--- config.mk ---
export PLATFORM = sky130hd
export DESIGN_NAME = starfield_speed_ctrl
export DESIGN_NICKNAME = d
export VERILOG_FILES = /design/src/rtl/starfield_speed_ctrl.sv
export SDC_FILE = /design/constraint.sdc
export NUM_CORES = 1
export LEC_CHECK = 0
export ABC_CLOCK_PERIOD_IN_PS = 5600
export CORE_UTILIZATION = 60
export CTS_BUF_LIST = sky130_fd_sc_hd__clkbuf_4
export DETAILED_ROUTE_END_ITERATION = 6
export PLACE_DENSITY = 0.88
export SKIP_CTS_REPAIR_TIMING = 1
export SYNTH_ARGS = -nofsm -noshare
export SYNTH_HDL_FRONTEND = slang
export SYNTH_SLANG_ARGS = --single-unit
--- constraint.sdc ---
create_clock -name clk -period 5.6 [get_ports clk]
set_input_delay 0.84 -clock clk [delete_from_list [all_inputs] [get_ports clk]]
set_output_delay 0.84 -clock clk [all_outputs]
set_load 0.03 [all_outputs]
--- src/rtl/starfield_speed_ctrl.sv ---
// Starfield speed controller: ramps the starfield speed register toward a CPU target,
// one step every FRAMEDIV+1 vblank rising edges, with an immediate-override path.
module starfield_speed_ctrl #(
    parameter int DIV_W = 5
) (
    input  logic       clk,
    input  logic       rst_n,
    input  logic       vblank,
    input  logic       cpu_wr,
    input  logic [1:0] cpu_addr,
    input  logic [7:0] cpu_din,
    output logic [7:0] cpu_dout,
    output logic       sf_write,
    output logic [7:0] sf_data,
    output logic       busy
);

    typedef enum logic [1:0] {INIT, IDLE, WAIT, STEP} state_t;

    state_t             state_reg, state_next;
    logic [7:0]         target_reg, target_next;
    logic [7:0]         current_reg, current_next;
    logic [7:0]         step_reg, step_next;
    logic [DIV_W-1:0]   framediv_reg, framediv_next;
    logic [DIV_W-1:0]   fcnt_reg, fcnt_next;
    logic               vblank_q_reg;
    logic               sf_write_reg, sf_write_next;
    logic [7:0]         sf_data_reg, sf_data_next;
    logic               pend_reg, pend_next;

    logic       edge_det;
    logic       wr_target, wr_current, wr_step, wr_framediv;
    logic [8:0] step_eff, sum, diff;
    logic [7:0] step_val, target_after;

    assign edge_det    = vblank & ~vblank_q_reg;
    assign wr_target   = cpu_wr && (cpu_addr == 2'd0);
    assign wr_current  = cpu_wr && (cpu_addr == 2'd1);
    assign wr_step     = cpu_wr && (cpu_addr == 2'd2);
    assign wr_framediv = cpu_wr && (cpu_addr == 2'd3);

    assign busy     = (state_reg == WAIT) || (state_reg == STEP);
    assign sf_write = sf_write_reg;
    assign sf_data  = sf_data_reg;

    // Ramp arithmetic is 9-bit so overflow/underflow is visible before clamping to target.
    always_comb begin
        step_eff = (step_reg == 8'd0) ? 9'd1 : {1'b0, step_reg};
        sum      = {1'b0, current_reg} + step_eff;
        diff     = {1'b0, current_reg} - step_eff;
        if (target_reg > current_reg)
            step_val = (sum > {1'b0, target_reg}) ? target_reg : sum[7:0];
        else
            step_val = (diff[8] || (diff[7:0] < target_reg)) ? target_reg : diff[7:0];
    end

    always_comb begin
        case (cpu_addr)
            2'd0:    cpu_dout = target_reg;
            2'd1:    cpu_dout = current_reg;
            2'd2:    cpu_dout = step_reg;
            default: cpu_dout = {busy, {(7-DIV_W){1'b0}}, framediv_reg};
        endcase
    end

    always_comb begin
        state_next    = state_reg;
        target_next   = target_reg;
        current_next  = current_reg;
        step_next     = step_reg;
        framediv_next = framediv_reg;
        fcnt_next     = fcnt_reg;
        sf_write_next = 1'b0;
        sf_data_next  = sf_data_reg;
        pend_next     = pend_reg;
        target_after  = wr_target ? cpu_din : target_reg;

        if (wr_step)
            step_next = cpu_din;
        if (wr_framediv)
            framediv_next = cpu_din[DIV_W-1:0];

        case (state_reg)
            INIT: begin
                sf_write_next = 1'b1;
                sf_data_next  = 8'd0;
                state_next    = IDLE;
                if (wr_target) begin
                    target_next = cpu_din;
                    if (cpu_din != 8'd0) begin
                        fcnt_next  = '0;
                        state_next = WAIT;
                    end
                end
                // A CURRENT write here is replayed as a pulse right after the INIT pulse.
                if (wr_current) begin
                    current_next = cpu_din;
                    target_next  = cpu_din;
                    pend_next    = 1'b1;
                end
            end
            IDLE: begin
                if (pend_reg) begin
                    sf_write_next = 1'b1;
                    sf_data_next  = current_reg;
                    pend_next     = 1'b0;
                end
                if (wr_target) begin
                    target_next = cpu_din;
                    if (cpu_din != current_reg) begin
                        fcnt_next  = '0;
                        state_next = WAIT;
                    end
                end
            end
            WAIT: begin
                if (edge_det) begin
                    if (fcnt_reg >= framediv_reg) begin
                        fcnt_next  = '0;
                        state_next = STEP;
                    end else begin
                        fcnt_next = fcnt_reg + DIV_W'(1);
                    end
                end
                if (wr_target) begin
                    target_next = cpu_din;
                    if (cpu_din == current_reg)
                        state_next = IDLE;
                end
            end
            default: begin
                sf_write_next = 1'b1;
                sf_data_next  = step_val;
                current_next  = step_val;
                target_next   = target_after;
                state_next    = (step_val == target_after) ? IDLE : WAIT;
            end
        endcase

        // CPU override wins over everything, including a concurrent ramp step.
        if (wr_current && (state_reg != INIT)) begin
            current_next  = cpu_din;
            target_next   = cpu_din;
            fcnt_next     = '0;
            state_next    = IDLE;
            sf_write_next = 1'b1;
            sf_data_next  = cpu_din;
            pend_next     = 1'b0;
        end
    end

    always_ff @(posedge clk or negedge rst_n) begin
        if (!rst_n) begin
            state_reg    <= INIT;
            target_reg   <= 8'd0;
            current_reg  <= 8'd0;
            step_reg     <= 8'd1;
            framediv_reg <= '0;
            fcnt_reg     <= '0;
            vblank_q_reg <= 1'b0;
            sf_write_reg <= 1'b0;
            sf_data_reg  <= 8'd0;
            pend_reg     <= 1'b0;
        end else begin
            state_reg    <= state_next;
            target_reg   <= target_next;
            current_reg  <= current_next;
            step_reg     <= step_next;
            framediv_reg <= framediv_next;
            fcnt_reg     <= fcnt_next;
            vblank_q_reg <= vblank;
            sf_write_reg <= sf_write_next;
            sf_data_reg  <= sf_data_next;
            pend_reg     <= pend_next;
        end
    end

endmodule

# --- Word level (Yosys, flattened, before mapping) ---
# Cells that the tools add are included.
# Widths: inputs -> output; s select.
totals:
  input_bits: 14
  mem_bits_rw: 0
  latch_bits: 0
  mem_bits_ro: 0
  word_cells: 97
  memories: 0
  output_inout_bits: 18
  register_bits: 47
classes:
  n_bitwise: 2
  shifts: 0
  reduce_logical: 20
  n_eq_ne: 18
  magnitude_cmp: 4
  n_div: 0
  mul: 0
  n_mux: 40
  n_addsub: 3
ops:
  columns: ["op", "n"]
  rows:
  - ["$mux 8", 12]
  - ["$pmux 8 s3", 2]
  - ["$mux 5", 7]
  - ["$mux 2", 10]
  - ["$ne 3x3->1 const B", 6]
  - ["$eq 8x8->1", 2]
  - ["$pmux 8 s2", 1]
  - ["$pmux 5 s3", 1]
  - ["$add 8x8->9", 1]
  - ["$gt 9x8->1", 1]
  - ["$sub 8x8->9", 1]
  - ["$eq 2x2->1 const B", 4]
  - ["$gt 8x8->1", 1]
  - ["$logic_not 8->1", 1]
  - ["$lt 8x8->1", 1]
  - ["$ne 8x8->1", 1]
  - ["$reduce_and 2->1", 4]
  - ["$reduce_bool 8->1", 1]
  - ["$pmux 2 s3", 1]
  - ["$reduce_and 6->1", 1]
  - ["$add 5x1->5 const B", 1]
  - ["$ge 5x5->1", 1]
  - ["$logic_and 1x1->1", 5]
  - ["$eq 2x1->1 const B", 2]
  - ["12 further kinds", 19]

# --- Longest topological paths before layout ---
depth:
  depth_word: 11
  ltp_mapped: 21
  mapped_depth_nobuf: 20

# --- Worst setup path before layout ---
# Ideal clock, no wire load.
synth_path:
  kind: "register -> register"
  startpoint: "register step_reg[2]"
  endpoint: "register state_reg[1]"
  stages_incl_launch_ff: 22
  period_less_slack_ns: 4.686
  slack_ns: 0.914
  setup_ns: 0.119
  path_buffers: 1
  required_ns: 5.481
  t_arrival_ns: 4.567
  cell_sequence: "dfrtp_1 nor4_1 a41o_1 ha_1 nor2b_1 o31a_1 o31a_1 o21ai_0 nand2b_1 xnor2_1 inv_1 ha_1 nand2_1 or3_1 o221a_2 or2_0 buf_2 or3_1 o221ai_1 xor2_1 or4_1 o21a_1"
synth_between:
  elab_chain_cells: 11
  word_cells_on_any_way: 14
  cone_classes: "add/sub (2); order compare (2); eq/ne (1); mux (7); reduce/logical (2)"
synth_rtl:
  columns: ["item", "line_no", "rtl"]
  rows:
  - ["start, declared", "23", "logic [7:0] step_reg, step_next;"]
  - ["start signal, assigned", "168", "step_reg <= step_next;"]
  - ["$logic_not 8->1", "48", "step_eff = (step_reg == 8'd0) ? 9'd1 : {1'b0, step_reg};"]
  - ["$mux 8 *", "48", null]
  - ["$sub 8x8->9", "50", "diff = {1'b0, current_reg} - step_eff;"]
  - ["$lt 8x8->1", "54", "step_val = (diff[8] || (diff[7:0] < target_reg)) ? target_reg : diff[7:0];"]
  - ["$logic_or 1x1->1", "54", null]
  - ["$mux 8", "54", null]
  - ["$mux 8 *", "51", "if (target_reg > current_reg)"]
  - ["$eq 8x8->1 *", "136", "state_next = (step_val == target_after) ? IDLE : WAIT;"]
  - ["$mux 2 *", "136", null]
  - ["$pmux 2 s3 *", "83", "case (state_reg)"]
  - ["$mux 2 *", "141", "if (wr_current && (state_reg != INIT)) begin"]
  - ["end signal, assigned", "165", "state_reg <= state_next;"]
  - ["end, declared", "20", "state_t state_reg, state_next;"]
# Every way passes the cells marked *; elsewhere a longest branch is shown, timed or not.
# A chain may end at the register's enable or synchronous reset.

# --- Worst setup path in the final report ---
layout_path:
  startpoint: "register step_reg[1]"
  endpoint: "register state_reg[1]"
# Same word-level chain as after synthesis.

==> impl_results.md <==
- Footprint of the multi-input gates: 3110 um^2
- Initial Util: 62.7%
- Fin crit share: 93.1%
- Die Ht: 89.5 um
- Net count after synthesis: 605
- Routed vias: 4352
- Clock Pin Slew Worst Setup and Hold Paths: 0.15 ns
- IO Port Bufs: 31
- Residual DRC: 0
- Worst-Skew Late Latency: 0.37 ns
- Final setup TNS: 0 ns
- # IOs: 32
- Antenna-violating nets left: 0
- Critical Path End Type: flip-flop
- Post-layout min period: 5.21 ns
- Wire per inst: 21.4 um
- Leading area contributor after synthesis: dfrtp_1
- Worst-path maximum fanout: 7
- WP data required: 5.88 ns
- Sink Count: 47
- Status: finished clean
- Post-synth EDFFs: 0
- Pleak: 0.00220 uW
- Unique cell type count in the Yosys netlist: 64
- Gr ovfl total: 0
- Synthesized area: 4590 um^2
- Largest net degree at the start of global routing: 48
- Number of global-route vias before repair: 4022
- Power density over cell area: 684 nW/um^2
- CORE AREA: 7330 um^2
- Ys async rst share: 100%
- Cell row count: 31
- Mean Syn Cell Area: 8.54 um^2
- Most frequent cell after synthesis: nand2_1
- Total Power: 3460 uW
- Synth top cells by count: 52 x nand2_1, 51 x ha_1, 46 x dfrtp_1
- Die Wd: 89.5 um
- Area Growth Syn to Fin: 10.2%
- MaxCap Viol Count: 0
- Iter 0 DRT Violations: 379
- Sequential share of the synthesized area: 25.6%
- Final net count: 623
- Top FF cell, synth: dfrtp_1
- Reg area: 1180 um^2
- Setup crit start kind: flip-flop
- WL final: 14000 um
- Post-route setup slack: 0.385 ns
- CTS tree: done
- WP data arrival: 5.50 ns
- Area contributors post-synth: dfrtp_1 25%, ha_1 14%, o21ai_0 4.2%, nand2_1 4.2%, xnor2_1 4.2%
- Num CTS Buffers: 5
- Crit Path Class: reg2reg
- Initial DRT Pass Iterations: 5
- Max-slew headroom: 28.8%
- # diodes: 0
- DR vias/cell: 6.63
- Post-layout util: 69.0%
- Fillers: 591
- Global router's overall resource usage: 36.1%
- Worst-margin pin slew: 1.07 ns
- Root Driver: clkbuf_4
- Final Max Tran Viols: 0
- H-tree lvl count: 2
- Hold Fails Final Rpt: 0
- Max Root-Sink Buffers: 2
- Ys Warns: 0
- FF+latch count, synth: 47
- First-pass GRT wire length: 21000 um
- Fmax: 192 MHz
- Full die area: 8010 um^2
- HPWL after detailed placement: 10700 um
- Layout cells sized above 1: 8.98%
- Dpl ws: 0.464 ns
- Worst Hold Class: reg2reg
- Clock skew: 0.0168 ns
- Syn Inst Count: 538
- Final GP Congestion: 0.999
- Initial antenna violation count: 0
- Worst VDD drop: 0.404 mV
- Top cell type's share of synthesized area: 25.1%
- RSZ-0062 raised after global routing: false
- Final setup viols: 0
worst max-delay path, cell delays in order, from the launching register on:
cell,delay (ns)
dfrtp_1,0.47
nor4_1,0.32
a41o_1,0.24
ha_1,0.17
nor2b_1,0.06
o31a_1,0.27
o31a_1,0.26
o21ai_0,0.15
nand2b_1,0.11
xnor2_1,0.31
inv_1,0.08
ha_1,0.30
nand2_1,0.06
or3_1,0.31
o221a_2,0.33
or2_0,0.35
or3_1,0.35
o221ai_1,0.13
xor2_1,0.12
or4_1,0.57
o21a_1,0.19
final cells by class:
cell class                 count  area share (%)
clock buffer                   5           0.742
multi-input combinational    414            61.5
timing repair buffer          43            7.81
sequential                    47            23.3
clock inverter                 3           0.865
inverter                      45            3.34
tap                           99            2.45
metal layers:
| metal | GRT usage, % | share of wire [%] |
|---|---|---|
| met5 | 0 | 0 |
| met4 | 13.9 | 3.7 |
| met3 | 7.48 | 10 |
| met2 | 57.3 | 44 |
| met1 | 48.3 | 42 |
power by group:
group          internal [uW]  switching (uW)
Sequential               448             152
Combinational           1100            1550
Clock                   94.3             119
cells in the final DEF, fill, tap and decap left out, types with 6 or more instances in the layout:
| cell | n |
|---|---|
| nor2b_1 | 8 |
| or3_1 | 7 |
| o221ai_1 | 9 |
| xor2_1 | 10 |
| o22ai_1 | 9 |
| inv_1 | 45 |
| a21oi_1 | 28 |
| mux2i_1 | 8 |
| a21o_1 | 9 |
| nand3_1 | 6 |
| nor3_1 | 8 |
| a31oi_1 | 6 |
| a22oi_1 | 11 |
| buf_4 | 12 |
| mux2_2 | 12 |
| nand2b_1 | 7 |
| xnor2_1 | 22 |
| dfrtp_1 | 46 |
| mux4_2 | 6 |
| o21ai_0 | 39 |
| ha_1 | 51 |
| o211ai_1 | 8 |
| nand2_1 | 52 |
| o21a_1 | 7 |
| nor2_1 | 28 |
| clkdlybuf4s50_1 | 30 |
stage by stage:
step / instance area, um^2 / instances / hold slack (ns)
4_1_cts: 5060 / 656 / 0.521
3_3_place_gp: 4980 / 648 / 0.474
6_report: 5060 / 656 / 0.515
2_1_floorplan: 4590 / 538 / 0.466
5_1_grt: 5060 / 656 / 0.532
3_5_place_dp: 4980 / 648 / 0.483
final timing paths:
path                                          from                  endpoint  slack, ns  cells past startpoint
setup / recovery           step_reg[1]$_DFFE_PN0P_  state_reg[1]$_DFFE_PN0P_       0.39                     20
hold / removal              sf_data[5]$_DFFE_PN0P_    sf_data[5]$_DFFE_PN0P_       0.52                      1
setup reg to reg           step_reg[1]$_DFFE_PN0P_  state_reg[1]$_DFFE_PN0P_       0.39                     20
hold reg to reg             sf_data[5]$_DFFE_PN0P_    sf_data[5]$_DFFE_PN0P_       0.52                      1
max in group asynchronous                    rst_n   step_reg[4]$_DFFE_PN0P_       4.29                      1
min in group asynchronous                    rst_n    sf_data[2]$_DFFE_PN0P_       0.64                      1
cell families after synthesis:
kind of cell | Yosys count | synth area share, %
AO/OA/AOI/OAI | 166 | 25.1
AND/OR/NAND/NOR | 136 | 14.0
buffers and inverters | 77 | 6.59
adder cells (fa/ha/maj) | 53 | 14.8
flip-flops | 47 | 25.6
XOR/XNOR | 32 | 6.10
multiplexers | 27 | 7.87
No activity file was read; power rests on OpenSTA's default activity.
